==> config.mk <==
export PLATFORM = sky130hd
export DESIGN_NAME = circuito_tx_resposta_flat
export DESIGN_NICKNAME = d
export VERILOG_FILES = /design/src/rtl/circuito_tx_resposta_if.sv /design/src/rtl/circuito_tx_resposta.sv /design/src/flat_wrapper.sv
export SDC_FILE = /design/constraint.sdc
export NUM_CORES = 1
export LEC_CHECK = 0
export BUFFER_PORTS_ARGS = -buffer_cell sky130_fd_sc_hd__buf_2
export CORE_MARGIN = 1
export CORE_UTILIZATION = 61
export DETAILED_ROUTE_END_ITERATION = 16
export PLACE_DENSITY = 0.86
export SLEW_MARGIN = 10
export SYNTH_ARGS = -nofsm -noshare
export SYNTH_HDL_FRONTEND = slang
export SYNTH_SLANG_ARGS = --single-unit
==> constraint.sdc <==
create_clock -name clock -period 3.62 [get_ports clock]
set_input_delay 0.362 -clock clock [delete_from_list [all_inputs] [get_ports clock]]
set_output_delay 0.362 -clock clock [all_outputs]
set_load 0.1 [all_outputs]
==> src/rtl/circuito_tx_resposta_if.sv <==
// rtl/circuito_tx_resposta_if.sv - request/response signal bundle for the serial response transmitter
interface circuito_tx_resposta_if #(
    parameter int DATA_W = 7
);
    logic              partida;
    logic [DATA_W-1:0] dado;
    logic              saidaSerial;
    logic              ocupado;
    logic              fimTransmissao;
    logic [3:0]        dbEstado;

    // control unit side: issues requests, observes the line and status
    modport master (
        output partida,
        output dado,
        input  saidaSerial,
        input  ocupado,
        input  fimTransmissao,
        input  dbEstado
    );

    // transmitter side
    modport slave (
        input  partida,
        input  dado,
        output saidaSerial,
        output ocupado,
        output fimTransmissao,
        output dbEstado
    );
endinterface

==> src/rtl/circuito_tx_resposta.sv <==
// rtl/circuito_tx_resposta.sv - LSB-first 7-bit serial transmitter, 2 stop bits, even parity when TX_PARIDADE_EN is defined
module circuito_tx_resposta #(
    parameter int CLK_POR_BIT = 5208,
    parameter int DATA_W      = 7
) (
    input  logic                    clock,
    input  logic                    reset,
    circuito_tx_resposta_if.slave   bus
);

`ifdef TX_PARIDADE_EN
    localparam int NB = DATA_W + 4;
`else
    localparam int NB = DATA_W + 3;
`endif

    // CLK_POR_BIT-1 always fits in $clog2(CLK_POR_BIT) bits for CLK_POR_BIT >= 2
    localparam int              PW      = (CLK_POR_BIT > 1) ? $clog2(CLK_POR_BIT) : 1;
    localparam logic [PW-1:0]   PER_MAX = PW'(CLK_POR_BIT - 1);
    localparam logic [3:0]      BIT_MAX = 4'(NB - 1);

    typedef enum logic [3:0] {
        inicial     = 4'b0000,
        espera      = 4'b0001,
        transmissao = 4'b0010,
        final_tx    = 4'b0011
    } estado_t;

    estado_t         estado;
    estado_t         estado_next;
    logic [NB-1:0]   registrador;
    logic [3:0]      cont_bit;
    logic [PW-1:0]   cont_periodo;
    logic [NB-1:0]   quadro;
    logic            carrega;
    logic            fim_periodo;
    logic            serial_c;
    logic            ocupado_c;
    logic            fim_c;
    logic [3:0]      db_c;

    // frame as it leaves the line: start bit in bit 0, stop bits on top
`ifdef TX_PARIDADE_EN
    assign quadro = {2'b11, ^bus.dado, bus.dado, 1'b0};
`else
    assign quadro = {2'b11, bus.dado, 1'b0};
`endif

    assign fim_periodo = (cont_periodo == PER_MAX);

    // state register
    always_ff @(posedge clock or posedge reset) begin
        if (reset) begin
            estado <= inicial;
        end else begin
            estado <= estado_next;
        end
    end

    // next-state and Moore outputs; line stays at mark outside transmissao
    always_comb begin
        estado_next = estado;
        carrega     = 1'b0;
        serial_c    = 1'b1;
        ocupado_c   = 1'b0;
        fim_c       = 1'b0;
        db_c        = 4'b1111;
        case (estado)
            inicial: begin
                db_c        = 4'b0000;
                estado_next = espera;
            end
            espera: begin
                db_c = 4'b0001;
                if (bus.partida) begin
                    carrega     = 1'b1;
                    estado_next = transmissao;
                end
            end
            transmissao: begin
                db_c      = 4'b0010;
                ocupado_c = 1'b1;
                serial_c  = registrador[0];
                if (fim_periodo && (cont_bit == BIT_MAX)) begin
                    estado_next = final_tx;
                end
            end
            final_tx: begin
                db_c        = 4'b0011;
                ocupado_c   = 1'b1;
                fim_c       = 1'b1;
                estado_next = espera;
            end
            default: begin
                db_c        = 4'b1111;
                estado_next = inicial;
            end
        endcase
    end

    // shift register and counters; the frame is captured only on the accepting edge
    always_ff @(posedge clock or posedge reset) begin
        if (reset) begin
            registrador  <= '1;
            cont_bit     <= '0;
            cont_periodo <= '0;
        end else if (carrega) begin
            registrador  <= quadro;
            cont_bit     <= '0;
            cont_periodo <= '0;
        end else if (estado == transmissao) begin
            if (fim_periodo) begin
                registrador  <= {1'b1, registrador[NB-1:1]};
                cont_bit     <= cont_bit + 4'd1;
                cont_periodo <= '0;
            end else begin
                cont_periodo <= cont_periodo + 1'b1;
            end
        end
    end

    assign bus.saidaSerial    = serial_c;
    assign bus.ocupado        = ocupado_c;
    assign bus.fimTransmissao = fim_c;
    assign bus.dbEstado       = db_c;

endmodule
==> src/flat_wrapper.sv <==
// flat-port wrapper written by rule: the top's interface ports become plain ports
module circuito_tx_resposta_flat 
#(
    parameter int CLK_POR_BIT = 5208,
    parameter int DATA_W      = 7
)
  (clock, reset, bus_partida, bus_dado, bus_saidaSerial, bus_ocupado, bus_fimTransmissao, bus_dbEstado);
  circuito_tx_resposta_if #(.DATA_W(DATA_W)) bus_i ();
  input  logic clock;
  input  logic reset;
  input wire logic [$bits(bus_i.partida)-1:0] bus_partida;
  input wire logic [$bits(bus_i.dado)-1:0] bus_dado;
  output wire logic [$bits(bus_i.saidaSerial)-1:0] bus_saidaSerial;
  output wire logic [$bits(bus_i.ocupado)-1:0] bus_ocupado;
  output wire logic [$bits(bus_i.fimTransmissao)-1:0] bus_fimTransmissao;
  output wire logic [$bits(bus_i.dbEstado)-1:0] bus_dbEstado;
  assign bus_i.partida = bus_partida;
  assign bus_i.dado = bus_dado;
  assign bus_saidaSerial = bus_i.saidaSerial;
  assign bus_ocupado = bus_i.ocupado;
  assign bus_fimTransmissao = bus_i.fimTransmissao;
  assign bus_dbEstado = bus_i.dbEstado;
  circuito_tx_resposta #(.CLK_POR_BIT(CLK_POR_BIT), .DATA_W(DATA_W)) u_core (.clock(clock), .reset(reset), .bus(bus_i));
endmodule
== Word level (Yosys, flattened, before mapping) ==
Index checks and enable logic that the tools add are counted.
Storage, ports and cells
  register bits: 31
Operators by class
  add/sub/neg operators: 2
  equality and inequality tests: 7
  muxes and demuxes: 18
  reduce and logical (&&, ||, !) cells: 8
Operators with widths (number)
  13-bit two-way mux: 3
  10-bit two-way mux: 3
  4-bit two-way mux: 5
  4-bit case mux with 4 select lines: 1
  13-bit by 1-bit adder with 13-bit output, second input constant: 1
  13-bit equality test, second input constant: 1
  4-bit case mux with 3 select lines: 1
  4-bit by 2-bit equality test with 1-bit output, second input constant: 2
  1-bit two-way mux: 5
  4-bit by 1-bit adder with 4-bit output, second input constant: 1
  4-bit by 1-bit equality test with 1-bit output, second input constant: 1
  4-bit equality test, second input constant: 1
  4-bit logical NOT: 1
  2-bit AND reduction: 2
  2-bit nonzero test: 2
  2-bit OR reduction: 2
  2-bit by 1-bit inequality test with 1-bit output, second input constant: 1
  2-bit inequality test, second input constant: 1
  1-bit logical AND: 1

== Logic depth before layout (Yosys ltp) ==
  depth in word-level cells: 4
  depth in mapped cells: 8

== Worst setup path before layout ==
OpenSTA, ideal clock, no wires.
  kind: register to output
  from: register u_core.estado[0]
  to: output port bus_dbEstado[0]
  arrival: 4723 ps
  data required time: 3258 ps
  setup slack: -1465 ps
  cell stages (with the launch flop): 5
  path buffers: 0
  cell sequence: dfrtp_1 > ha_1 > or2_2 > nor3_1 > or3_1
On the way
  cells in the longest elaborated chain, start to end: 2
  elaborated cells on any way between the ends: 5
  those cells by class: eq/ne (3); mux (1); reduce/logical (1)
Ends and longest elaborated chain
  start, declared: line circuito_tx_resposta.sv:29  | estado_t estado;
  start signal, assigned: line circuito_tx_resposta.sv:54  | estado <= inicial;
  start signal, assigned: line circuito_tx_resposta.sv:56  | estado <= estado_next;
  4-bit by 2-bit equality test with 1-bit output (tied with other cells): line circuito_tx_resposta.sv:68  | case (estado)
  4-bit case mux with 4 select lines (*): line circuito_tx_resposta.sv:68
  end, declared: line flat_wrapper.sv:16  | output wire logic [$bits(bus_i.dbEstado)-1:0] bus_dbEstado;
Mark *: on every way between the ends. The rest lies on a longest branch, timed or not.

== Worst setup path after layout ==
Same ends and word-level chain as after synthesis.

==> out/qor.yml <==
net-switching-power_uw: 722
netSwitchingFraction_pct: 55.0
antenna_found_initial: 0
clock.fmax_ghz: 0.387
dpl.hpwl_um: 2160
cts_setup_buffers: 0
power.share.combinational_pct: 57.8
dieArea_um2: 2700
drive_gt1_share_pct: 20.9
hold_path_class: "input port to asynchronous set/reset pin"
seq_power_share_pct: 32.4
cts-hold-fix-buffers: 0
drt-wirelength-per-cell_um: 14.6
place_congestion: 0.845
cp.required_ps: 3260
vias: 1233
synth_top_area_share_pct: 31.2
dr.pass1.iters: 4
p_int_uw: 591
synth_common_cells: "23 x nand2_1, 19 x dfrtp_1, 15 x nor2_1"
cts.sinks: 27
synth-edff-count: 0
setup_viol: 0
netlist_top_cells_area: "dfrtp_1 31%, dfstp_2 14%, ha_1 5.8%"
power_leakage_nw: 0.735
io_pins: 17
worstMarginPinSlew_ps: 1020
die_w_um: 52.0
synthCells: 159
outcome: "completed"
synth_area_um2: 1520
max-cap-violations: 0
cts_made_buffers: 3
synth_most_common_cell: "nand2_1"
clk_pin_slew_ps: 140
numPortBuffers: 16
synth_flop_cell: "dfrtp_1"
die_h_um: 52.0
htree_levels: 1
drcViolationCount: 0
syn_avg_cell_area_um2: 9.58
syn-num-nets: 176
finalWirelength_um: 2920
yosys.area.top_type: "dfrtp_1"
tns_ps: 0
critPathArrivalTime_ps: 2220
cts_tree: "yes"
min_period_over_period_pct: 71.4
areaGrowthSynthToFinish_pct: 7.40
clockBufferDepth: 2
crit_fanout: 9
cts-root-buf: "clkbuf_4"
drv_slew: 0
finClkSkew_ps: 7.31
yosys_warnings: 0
grt_pass1_wl_um: 5140
insertedDiodeCount: 0
synth-seq-area-share_pct: 45.0
grt_max_degree: 28
path_class: "flop to output port"
postLayoutCoreUtil_pct: 71.9
vdd_drop_max_mv: 0.863
track_usage_pct: 25.8
async_flop_share_pct: 100
core_area_um2: 2280
cts_resized: 0
fillerInstances: 173
num_rows: 17
report.final.hold_viol_count: 0
p_clk_share_pct: 9.8
ys_ff_latch: 27
fin_crit_ps: 2590
ys_types: 43
overflow: 0
rsz0062_at_grt: "no"
cp-start-kind: "flop"
crit_path_end_kind: "output port"
power_density_nw_per_um2: 803
num-nets-final: 190
grt_pass1_vias: 1228
initial_core_util_pct: 66.9
dr.first_iter.drc_count: 34
clk_latency_ps: 320
slew_headroom_pct: 32.2
ant_nets: 0
viasPerCell: 6.17
[worst max-delay path, stage by stage (launching register included)]
cell and delay (ps):
dfrtp_1 410, inv_1 80, ha_1 290, or2_2 350, nor3_4 220, or3_2 140, buf_2 410
[area by class of cell]
type	instances	area [um2]	share of cell area (%)
inverter	5	18.8	1.15
timing repair buffer	16	80.1	4.90
multi-input combinational	120	790	48.3
sequential	27	686	41.9
clock buffer	4	26.3	1.61
tap	28	35.0	2.14
[power by group through the flow]
stage                     combinational, mW  clock [mW]  sequential (mW)
after floorplan                       0.679           0            0.420
after global placement                0.737           0            0.425
after detailed placement              0.764           0            0.431
after CTS                             0.766       0.133            0.425
after global routing                  0.813       0.141            0.432
final                                 0.759       0.129            0.425
[cells in the final DEF, fill, tap and decap left out, types with 2 or more instances in the layout]
master,count
a21oi_1,3
buf_2,16
clkbuf_4,3
dfrtp_1,19
dfstp_2,8
ha_1,7
inv_1,5
mux2_2,3
nand2_1,23
nand3_1,11
nand4_1,4
nor2_1,15
nor2b_1,2
nor3_1,3
nor4_1,4
nor4b_1,3
o211ai_1,7
o21ai_0,2
or4_1,2
xnor2_1,8
xor2_1,2
[registers in the layout, summed over array words and instances, names as in the netlist]
signal,flops
u_core.cont_periodo,13
u_core.registrador,8
u_core.cont_bit,4
u_core.estado,2
[per-stage QoR]
stage / cells / power, mW / setup slack (ps) / hold slack (ps) / cell area [um2]
CTS: 200 / 1.32 / 1010 / 241 / 1640
finish: 200 / 1.31 / 1030 / 256 / 1640
global placement: 196 / 1.16 / 1500 / 474 / 1610
global route: 200 / 1.39 / 886 / 261 / 1640
detailed placement: 196 / 1.19 / 1390 / 480 / 1610
floorplan: 159 / 1.10 / 114 / 409 / 1540
[cell families (layout without fill, tap and decap cells)]
group	Yosys count	after routing	synth area share (%)
mux	4	4	2.88
buf+inv	12	25	3.94
fa+ha+maj	7	7	5.75
xor+xnor	10	10	5.75
simple gates	79	79	27.1
compound gates	20	20	9.53
flops	27	27	45.0
[metal layers]
layer  vias up  GRT usage (%)  share of wire [%]  wire, um
met5         -              0                  0         0
met4         0           9.91               0.89        26
met3         4           3.22                4.4       129
met2        43           48.5                 50      1460
met1       597           28.9                 45      1310
li1        589              -                  -         -
[worst paths after layout]
check | depth (start not counted) | startpoint | slack [ps] | endpoint
worst max-delay path | 6 | u_core.estado[0] | 1030 | bus_dbEstado[0]
worst min-delay path | 2 | reset | 260 | u_core.cont_periodo[12]
worst max register to register | 6 | u_core.estado[0] | 1350 | u_core.cont_bit[3]
worst min register to register | 2 | u_core.registrador[6] | 490 | u_core.registrador[6]
max in group asynchronous | 2 | reset | 2750 | u_core.cont_periodo[4]
min in group clock | 3 | bus_dado[4] | 260 | u_core.registrador[5]
Note: power is estimated with default switching activity, not from simulation.
